===== config.mk =====
export PLATFORM = sky130hd
export DESIGN_NAME = clock_div_multi_flat
export DESIGN_NICKNAME = d
export VERILOG_FILES = /design/src/rtl/clock_div_multi_if.sv /design/src/rtl/clock_div_multi.sv /design/src/flat_wrapper.sv
export SDC_FILE = /design/constraint.sdc
export NUM_CORES = 1
export LEC_CHECK = 0
export BUFFER_PORTS_ARGS = -buffer_cell sky130_fd_sc_hd__buf_4
export CAP_MARGIN = 20
export CORE_ASPECT_RATIO = 1.5
export CORE_MARGIN = 5
export CORE_UTILIZATION = 35
export CTS_CLUSTER_SIZE = 12
export DETAILED_ROUTE_END_ITERATION = 12
export GPL_ROUTABILITY_DRIVEN = 0
export PLACE_DENSITY = 0.55
export REMOVE_ABC_BUFFERS = 1
export SLEW_MARGIN = 25
export SYNTH_ARGS = -nofsm -noshare
export SYNTH_HDL_FRONTEND = slang
export SYNTH_SLANG_ARGS = --single-unit

===== constraint.sdc =====
create_clock -name clk -period 19.5 [get_ports clk]
set_clock_uncertainty 0.05 [all_clocks]
set_input_delay 1.95 -clock clk [delete_from_list [all_inputs] [get_ports clk]]
set_output_delay 1.95 -clock clk [all_outputs]
set_load 0.01 [all_outputs]

===== src/rtl/clock_div_multi_if.sv =====
// Control/status bundle for the multi-channel clock divider.
// The master drives enables, clears, ratio loads and modes; the slave
// returns the per-channel tick strobes and enable-clocks.
interface clock_div_multi_if #(
  parameter int NUM_CH = 4,
  parameter int CNT_W  = 32
);
  logic                      en;
  logic                      sync_clr;
  logic [NUM_CH-1:0]         load;
  logic [NUM_CH*CNT_W-1:0]   div_val;
  logic [NUM_CH-1:0]         mode;
  logic [NUM_CH-1:0]         tick;
  logic [NUM_CH-1:0]         clk_out;

  modport master (
    output en, sync_clr, load, div_val, mode,
    input  tick, clk_out
  );

  modport slave (
    input  en, sync_clr, load, div_val, mode,
    output tick, clk_out
  );
endinterface


===== src/rtl/clock_div_multi.sv =====
// Multi-channel programmable divider / tick generator.
// Each channel counts enabled clk edges up to its ratio R and then emits a
// one-cycle tick. In toggle mode (mode=0) clk_out flips at every tick,
// giving a 2R-cycle square wave; in pulse mode (mode=1) clk_out mirrors
// tick. A programmed ratio of 0 behaves as 1. Outputs are clk-domain
// enables, not clocks.
module clock_div_multi #(
  parameter int               NUM_CH      = 4,
  parameter int               CNT_W       = 32,
  parameter logic [CNT_W-1:0] DEFAULT_DIV = CNT_W'(25_000_000)
) (
  input  logic               clk,
  input  logic               rst,
  clock_div_multi_if.slave   bus
);

  for (genvar i = 0; i < NUM_CH; i++) begin : g_ch
    logic [CNT_W-1:0] div_reg;
    logic [CNT_W-1:0] cnt;
    logic [CNT_W-1:0] r_m1;
    logic             term;
    logic             tick_q;
    logic             clk_out_q;
    logic [CNT_W-1:0] div_slice;

    assign div_slice = bus.div_val[i*CNT_W +: CNT_W];

    // Terminal count at R-1 (zero ratio folds to R=1); >= guards against a
    // counter that is somehow past the current ratio.
    assign r_m1 = (div_reg == '0) ? '0 : div_reg - 1'b1;
    assign term = (cnt >= r_m1);

    // Per-channel counter and registered outputs: sync_clr > load > count.
    always_ff @(posedge clk or posedge rst) begin
      if (rst) begin
        div_reg   <= DEFAULT_DIV;
        cnt       <= '0;
        tick_q    <= 1'b0;
        clk_out_q <= 1'b0;
      end else if (bus.sync_clr) begin
        cnt       <= '0;
        tick_q    <= 1'b0;
        clk_out_q <= 1'b0;
      end else if (bus.load[i]) begin
        div_reg <= div_slice;
        cnt     <= '0;
        tick_q  <= 1'b0;
        if (bus.mode[i]) begin
          clk_out_q <= 1'b0;
        end
      end else if (bus.en) begin
        if (term) begin
          cnt    <= '0;
          tick_q <= 1'b1;
          if (bus.mode[i]) begin
            clk_out_q <= 1'b1;
          end else begin
            clk_out_q <= ~clk_out_q;
          end
        end else begin
          cnt    <= cnt + 1'b1;
          tick_q <= 1'b0;
          if (bus.mode[i]) begin
            clk_out_q <= 1'b0;
          end
        end
      end else begin
        tick_q <= 1'b0;
        if (bus.mode[i]) begin
          clk_out_q <= 1'b0;
        end
      end
    end

    assign bus.tick[i]    = tick_q;
    assign bus.clk_out[i] = clk_out_q;
  end

endmodule


===== src/flat_wrapper.sv =====
// flat-port wrapper written by rule: the top's interface ports become plain ports
module clock_div_multi_flat 
#(
  parameter int               NUM_CH      = 4,
  parameter int               CNT_W       = 32,
  parameter logic [CNT_W-1:0] DEFAULT_DIV = CNT_W'(25_000_000)
)
  (clk, rst, bus_en, bus_sync_clr, bus_load, bus_div_val, bus_mode, bus_tick, bus_clk_out);
  clock_div_multi_if #(.NUM_CH(NUM_CH), .CNT_W(CNT_W)) bus_i ();
  input  logic clk;
  input  logic rst;
  input wire logic [$bits(bus_i.en)-1:0] bus_en;
  input wire logic [$bits(bus_i.sync_clr)-1:0] bus_sync_clr;
  input wire logic [$bits(bus_i.load)-1:0] bus_load;
  input wire logic [$bits(bus_i.div_val)-1:0] bus_div_val;
  input wire logic [$bits(bus_i.mode)-1:0] bus_mode;
  output wire logic [$bits(bus_i.tick)-1:0] bus_tick;
  output wire logic [$bits(bus_i.clk_out)-1:0] bus_clk_out;
  assign bus_i.en = bus_en;
  assign bus_i.sync_clr = bus_sync_clr;
  assign bus_i.load = bus_load;
  assign bus_i.div_val = bus_div_val;
  assign bus_i.mode = bus_mode;
  assign bus_tick = bus_i.tick;
  assign bus_clk_out = bus_i.clk_out;
  clock_div_multi #(.NUM_CH(NUM_CH), .CNT_W(CNT_W), .DEFAULT_DIV(DEFAULT_DIV)) u_core (.clk(clk), .rst(rst), .bus(bus_i));
endmodule

==> impl_metrics.yaml, run 1 <==
synthesis:
  synth_warnings: 0
  synthTopCellsByArea: "dfrtp_1 29%, ha_1 9.5%, mux2_2 7.7%, dfstp_2 6.9%, nand2_1 5.1%"
  async_flop_share_pct: 100.0
  yosysSeqAreaShare_pct: 36.23
  synth_top_area_cell: "dfrtp_1"
  synth_edf_count: 0
  synth_cells: 1982
  syn_area_per_cell_um2: 9.283
  ys_seq_elements: 264
  yosysTopAreaCellShare_pct: 29.38
  synth_cell_types: 69
  ys.flop_type: "dfrtp_1"
  syn_area_um2: 18400
critical_path:
  worstPathRequired_ps: 19860
  worst_setup_path_end_kind: "register"
  cp_top_family: "simple AND/OR/NAND/NOR gates"
  crit_start: "u_core.g_ch[0].div_reg[15]$_DFFE_PP0P_"
  max_stage_delay_ps: 490
  cp_cell_sequence: "nor4_1 > nor4bb_1 > and3_1 > nand4_1 > buf_6 > and2_1 > ha_1 > nand2b_1 > a2111o_1 > a311o_1 > o31ai_4 > buf_4 > nand2_1 > o311ai_0"
  cp_num_buf_inv: 2
  cp_max_fo: 42
  start_kind: "register"
  path_class: "register to register"
  crit_slowest_cell: "nor4_1"
  critPathArrivalTime_ps: 5670
  r2r-start: "u_core.g_ch[0].div_reg[15]$_DFFE_PP0P_"
worst_hold_path:
  hold_class: "register to register"
  hold_start: "u_core.g_ch[0].cnt[31]$_DFFE_PP0P_"
sta:
  slew_headroom_pct: 29.84
  setup_tns_ps: 0
  drv_slew: 0
  setup-violations-final: 0
  fin_crit_ps: 5311
  fmax_mhz: 188.3
  fin_crit_sh_pct: 27.23
  tightestPinTransition_ps: 1049
  rsz0062_at_grt: "no"
  hold_violations: 0
die:
  dieArea_um2: 57350
  io_pins: 148
  coreArea_um2: 52320
  die_h_um: 290.8
  rows: 103
  initial_core_util_pct: 35.16
  die_w_um: 197.2
clock_tree:
  cts_resized: 0
  cts_num_sinks: 264
  htree_levels: 2
  cts_root_buffer: "clkbuf_16"
  cts_inserted_buffers: 34
  clk_pin_slew_ps: 60
  cts_tree: "yes"
  clock_path_buffers: 3
  cts_setup_buffers: 0
  insertion_delay_ps: 540
  ctsHoldBuffers: 0
route:
  via_count: 15590
  drt-total-wl_um: 50380
  drc_errors: 0
  drtIter0Drc: 730
  ant_nets: 0
  post_drt_wl_per_cell_um: 18.00
  first_pass_iters: 5
  viasPerCell: 5.570
final_layout:
  drive_above_1_share_pct: 20.60
  n_antenna_cell: 0
  nNetsFinal: 2371
  post-route-util_pct: 41.04
  fillCellCount: 5272
  area_growth_pct: 16.72
grt:
  grt.total_usage_pct: 17.11
  grt_max_degree: 170
  grt_pass1_wl_um: 81810
  overflow: 0
  antenna_found_initial: 2
  grt_pass1_vias: 15740
power_and_ir_drop:
  p_sw_w: 0.0004260
  leakagePower_nw: 9.522
  peakVddDrop_mv: 0.07223
  p_sw_share_pct: 26.98
  p_clk_share_pct: 43.6
  p_per_area_nw_per_um2: 73.52
  p_comb_share_pct: 15.2
  seqPwrFrac_pct: 41.3
  finalPower_w: 0.001579
  p_int_w: 0.001153
job:
  cap_viol_max_count: 0
status:
  outcome: "completed"
placement:
  port_buffers: 147
  post-dp-hpwl_um: 36910
[Yosys cell counts (16+ instances only)]
library cell	instances
or4_1	20
dfrtp_1	216
ha_1	140
and2_1	19
nor4_1	50
a21oi_1	63
dfstp_2	48
nor2b_1	33
nand3_1	70
o21ai_0	50
nand4_1	60
mux2_2	125
xnor2_1	54
clkbuf_1	78
nor3_1	79
a22o_1	58
and3_1	45
o41ai_1	38
mux2i_1	18
a21o_1	18
or3_1	16
nand2_1	251
inv_1	42
nor2_1	111
xor2_1	59
[routing by layer]
metal	wire length (µm)	global-route usage [%]	part of all wire, %
met4	1374	5.381	2.7
met2	26170	31.10	52
met1	20850	20.32	41
met5	26	0	0.052
met3	1965	2.934	3.9
[cell families (layout without fill, tap and decap cells)]
| kind of cell | Yosys count | after routing | synth area share [%] |
|---|---|---|---|
| compound gates | 355 | 355 | 14.14 |
| xor+xnor | 113 | 113 | 5.379 |
| fa+ha+maj | 140 | 140 | 9.521 |
| buf+inv | 142 | 277 | 3.101 |
| flops | 264 | 264 | 36.23 |
| mux | 143 | 143 | 8.630 |
| simple gates | 825 | 825 | 23.00 |
[final timing paths]
check | endpoint | cells after the start | slack, ps
setup / recovery | u_core.g_ch[0].cnt[27]$_DFFE_PP0P_ | 14 | 14190
hold / removal | u_core.g_ch[0].cnt[31]$_DFFE_PP0P_ | 1 | 450
setup reg to reg | u_core.g_ch[0].cnt[27]$_DFFE_PP0P_ | 14 | 14190
max in group asynchronous | u_core.g_ch[3].div_reg[23]$_DFFE_PP0P_ | 4 | 16570
hold reg to reg | u_core.g_ch[0].cnt[31]$_DFFE_PP0P_ | 1 | 450
min in group asynchronous | u_core.g_ch[1].clk_out_q$_DFF_PP0_ | 2 | 1450
[worst reg2reg max path, delay by kind of cell (launching register included)]
kind | cells | cell delay (ps)
AOI/OAI and AO/OA | 4 | 1340
adders and majority gates | 1 | 260
and+or+nand+nor | 7 | 2400
buffers and inverters | 2 | 750
DFF | 1 | 410
[metrics by stage]
stage	hold slack, ps	area [µm²]	std cells	setup WS, ps
after detailed placement	434.8	20180	2734	13650
after CTS	446.0	21410	2796	13630
after global placement	441.4	20180	2734	13810
after floorplan	406.9	17990	1883	10310
after global routing	485.9	21480	2799	13660
final	446.3	21480	2799	14190
[cell type report]
cell class	instances	area [µm²]	area share, %
Inverter	43	168.9	0.7865
Timing Repair Buffer	172	1340	6.240
Clock inverter	10	155.1	0.7224
Clock buffer	52	1072	4.993
Sequential cell	264	6666	31.04
Tap cell	682	853.3	3.973
Multi-Input combinational cell	1576	11220	52.24
[power by group through the flow]
stage	registers [W]	logic, W	clock network, W
6_report	0.000652	0.000239	0.000688
5_1_grt	0.000659	0.000274	0.000735
4_1_cts	0.000652	0.000243	0.000714
3_5_place_dp	0.000661	0.000241	0
3_3_place_gp	0.000658	0.000234	0
2_1_floorplan	0.000644	0.000173	0
[cells in the final DEF, fill, tap and decap left out, types with 50 or more instances in the layout]
cell / instances
nor2_1: 111
buf_4: 168
nor3_1: 77
mux2_2: 125
ha_1: 140
dfrtp_1: 216
nand2_1: 251
o21ai_0: 50
xnor2_1: 54
a21oi_1: 63
nand4_1: 60
a22o_1: 58
xor2_1: 59
nand3_1: 70
(Power assumes the default switching activity.)
==> run 2, diff against run 1 <==
--- a/config.mk
+++ b/config.mk
@@ -5,6 +5,7 @@
 export SDC_FILE = /design/constraint.sdc
 export NUM_CORES = 1
 export LEC_CHECK = 0
+export ABC_AREA = 1
 export BUFFER_PORTS_ARGS = -buffer_cell sky130_fd_sc_hd__buf_4
 export CAP_MARGIN = 20
 export CORE_ASPECT_RATIO = 1.5
==> constraint.sdc (replaced) <==
create_clock -name clk -period 5.16 [get_ports clk]
set_clock_uncertainty 0.05 [all_clocks]
set_input_delay 0.516 -clock clk [delete_from_list [all_inputs] [get_ports clk]]
set_output_delay 0.516 -clock clk [all_outputs]
set_load 0.01 [all_outputs]
==> impl_metrics.yaml, run 2 <==
synthesis:
  synth_commonest_cells: "602 x nand2_1, 419 x nor2_1, 362 x inv_1, 216 x dfrtp_1, 169 x nand3_1"
  synthTopCellsByArea: "dfrtp_1 27%, nand2_1 11%, ha_1 8.8%, nor2_1 7.9%, inv_1 6.8%"
  synth_most_common_cell: "nand2_1"
  synth_top_area_cell: "dfrtp_1"
  ys_seq_elements: 264
  async_flop_share_pct: 100.0
  synth_cells: 2801
  synth_edf_count: 0
  yosysSeqAreaShare_pct: 33.32
  synth_cell_types: 47
  syn_area_per_cell_um2: 7.143
  synth_warnings: 0
  yosysTopAreaCellShare_pct: 27.02
  ys.flop_type: "dfrtp_1"
  syn_area_um2: 20010
placement:
  place_area_um2: 21870
  dp_slack_ps: 1538
  port_buffers: 147
  post-dp-hpwl_um: 46010
power_and_ir_drop:
  finalPower_w: 0.005666
  p_per_area_nw_per_um2: 247.1
  peakVddDrop_mv: 0.2736
  leakagePower_nw: 10.47
route:
  drtIter0Drc: 784
  drt-total-wl_um: 58060
  first_pass_iters: 5
  viasPerCell: 5.005
  ant_nets: 0
  post_drt_wl_per_cell_um: 15.59
  drc_errors: 0
  via_count: 18630
die:
  dieArea_um2: 62150
  coreArea_um2: 56760
  rows: 107
  die_h_um: 302.8
  initial_core_util_pct: 35.25
  io_pins: 148
  die_w_um: 205.2
critical_path:
  reg2reg_depth: 17
  max_stage_delay_ps: 430
  rr_endpoint: "u_core.g_ch[0].cnt[29]$_DFFE_PP0P_"
  worst_setup_path_end_kind: "register"
  r2r_slack_ps: 1520
  critPathArrivalTime_ps: 4090
  cp_common_cell: "nand2_1"
  r2r-start: "u_core.g_ch[0].div_reg[5]$_DFFE_PP0P_"
  path_class: "register to register"
  cp_max_fo: 32
  crit_slowest_cell: "nand4_2"
  worstPathRequired_ps: 5610
  start_kind: "register"
  cp_cell_sequence: "inv_2 > nand2_1 > nor2_1 > inv_1 > nor3_1 > nand4_2 > nand3b_1 > ha_1 > a21o_1 > nor2_1 > nand2_1 > nor2_1 > nand2_1 > nand2_1 > nand3_1 > buf_4 > o21ai_0"
clock_tree:
  cts_tree: "yes"
  cts_inserted_buffers: 31
  cts_num_sinks: 264
  cts_root_buffer: "clkbuf_16"
  clk_pin_slew_ps: 60
  insertion_delay_ps: 590
  clock_path_buffers: 3
  cts_resized: 0
  htree_levels: 1
  ctsHoldBuffers: 1
  cts_setup_buffers: 0
final_layout:
  layout_common_cells: "600 x nand2_1, 418 x nor2_1, 361 x inv_1"
  nNetsFinal: 3215
  ff_latch_area_um2: 6666
  multiInputGateArea_um2: 11640
  fillCellCount: 5982
  fin_area_um2: 22930
  mostFrequentLayoutCell: "nand2_1"
  area_growth_pct: 14.59
  post-route-util_pct: 40.39
  drive_above_1_share_pct: 14.12
  n_antenna_cell: 0
grt:
  grt_max_degree: 135
  antenna_found_initial: 0
  grt_pass1_vias: 19130
  overflow: 0
  grt_pass1_wl_um: 94950
  grt.total_usage_pct: 18.49
worst_hold_path:
  hold-path-endpoint: "u_core.g_ch[3].div_reg[5]$_DFFE_PP0P_"
  hold_class: "primary input to register"
  hold_start: "bus_div_val[101]"
  min_path_cells: 2
sta:
  hold_violations: 0
  fin_crit_sh_pct: 70.54
  fmax_mhz: 274.7
  fin_crit_ps: 3640
  worst_slack_ps: 1520
  rsz0062_at_grt: "no"
  setup-violations-final: 0
  drv_slew: 0
  slew_headroom_pct: 31.91
  tightestPinTransition_ps: 1018
status:
  outcome: "completed"
job:
  cap_viol_max_count: 0
run 2: changes by cell type after synthesis, moves of 45 or more:
cell,change
and3_1,-45
o22ai_1,+67
mux2_2,-78
nor2_1,+308
xor2_1,+46
a21oi_1,+79
clkbuf_1,-61
a22o_1,-58
nand2_1,+351
nand3_1,+99
inv_1,+320
run 2: kinds of logic after synthesis:
group / Yosys count / share of synthesized area (%)
compound gates: 338 / 9.318
xor+xnor: 117 / 5.122
fa+ha+maj: 140 / 8.755
buf+inv: 434 / 8.580
flops: 264 / 33.32
mux: 47 / 2.645
simple gates: 1461 / 32.26
run 2: how the worst max path moves through the flow:
stage	slack, ps	endpoint	from
finish	1520	u_core.g_ch[0].cnt[29]$_DFFE_PP0P_	u_core.g_ch[0].div_reg[5]$_DFFE_PP0P_
floorplan	-2600	u_core.g_ch[0].clk_out_q$_DFF_PP0_	rst
global route	1170	u_core.g_ch[0].cnt[12]$_DFFE_PP0P_	u_core.g_ch[0].div_reg[5]$_DFFE_PP0P_
CTS	1530	u_core.g_ch[0].cnt[29]$_DFFE_PP0P_	u_core.g_ch[0].div_reg[5]$_DFFE_PP0P_
global placement	1670	u_core.g_ch[0].cnt[12]$_DFFE_PP0P_	u_core.g_ch[0].div_reg[7]$_DFFE_PP0P_
detailed placement	1540	u_core.g_ch[0].cnt[19]$_DFFE_PP0P_	u_core.g_ch[0].div_reg[5]$_DFFE_PP0P_
run 2: metal layers:
metal / share of wire [%] / track usage [%]
met5: 0 / 0
met3: 3.6 / 1.957
met4: 4.5 / 7.916
met1: 40 / 20.83
met2: 52 / 35.03
run 2: critical path: cells and delay by family (launching register included):
family	cells	cell delay, ps
compound gates	2	380
fa+ha+maj	1	280
simple gates	11	1990
buf+inv	3	450
flops	1	400
run 2: where the power goes:
| group | leakage, nW | switching (W) | internal [W] |
|---|---|---|---|
| registers | 3.29 | 0.000188 | 0.00226 |
| logic | 6.66 | 0.000556 | 0.000389 |
| clock network | 0.516 | 0.000943 | 0.00133 |
run 2: cell type report:
| class | instances | share of cell area, % |
|---|---|---|
| Clock buffer | 46 | 4.022 |
| Clock inverter | 12 | 0.5021 |
| Inverter | 375 | 6.172 |
| Multi-Input combinational cell | 2103 | 50.76 |
| Sequential cell | 264 | 29.08 |
| Tap cell | 763 | 4.164 |
| Timing Repair Buffer | 160 | 5.305 |
run 2: through the flow:
step	cells	hold slack, ps	TNS, ps
floorplan	2742	418.8	-586990
global placement	3664	447.3	0
detailed placement	3664	446.3	0
CTS	3723	49.79	0
global route	3723	64.98	0
finish	3723	102.8	0
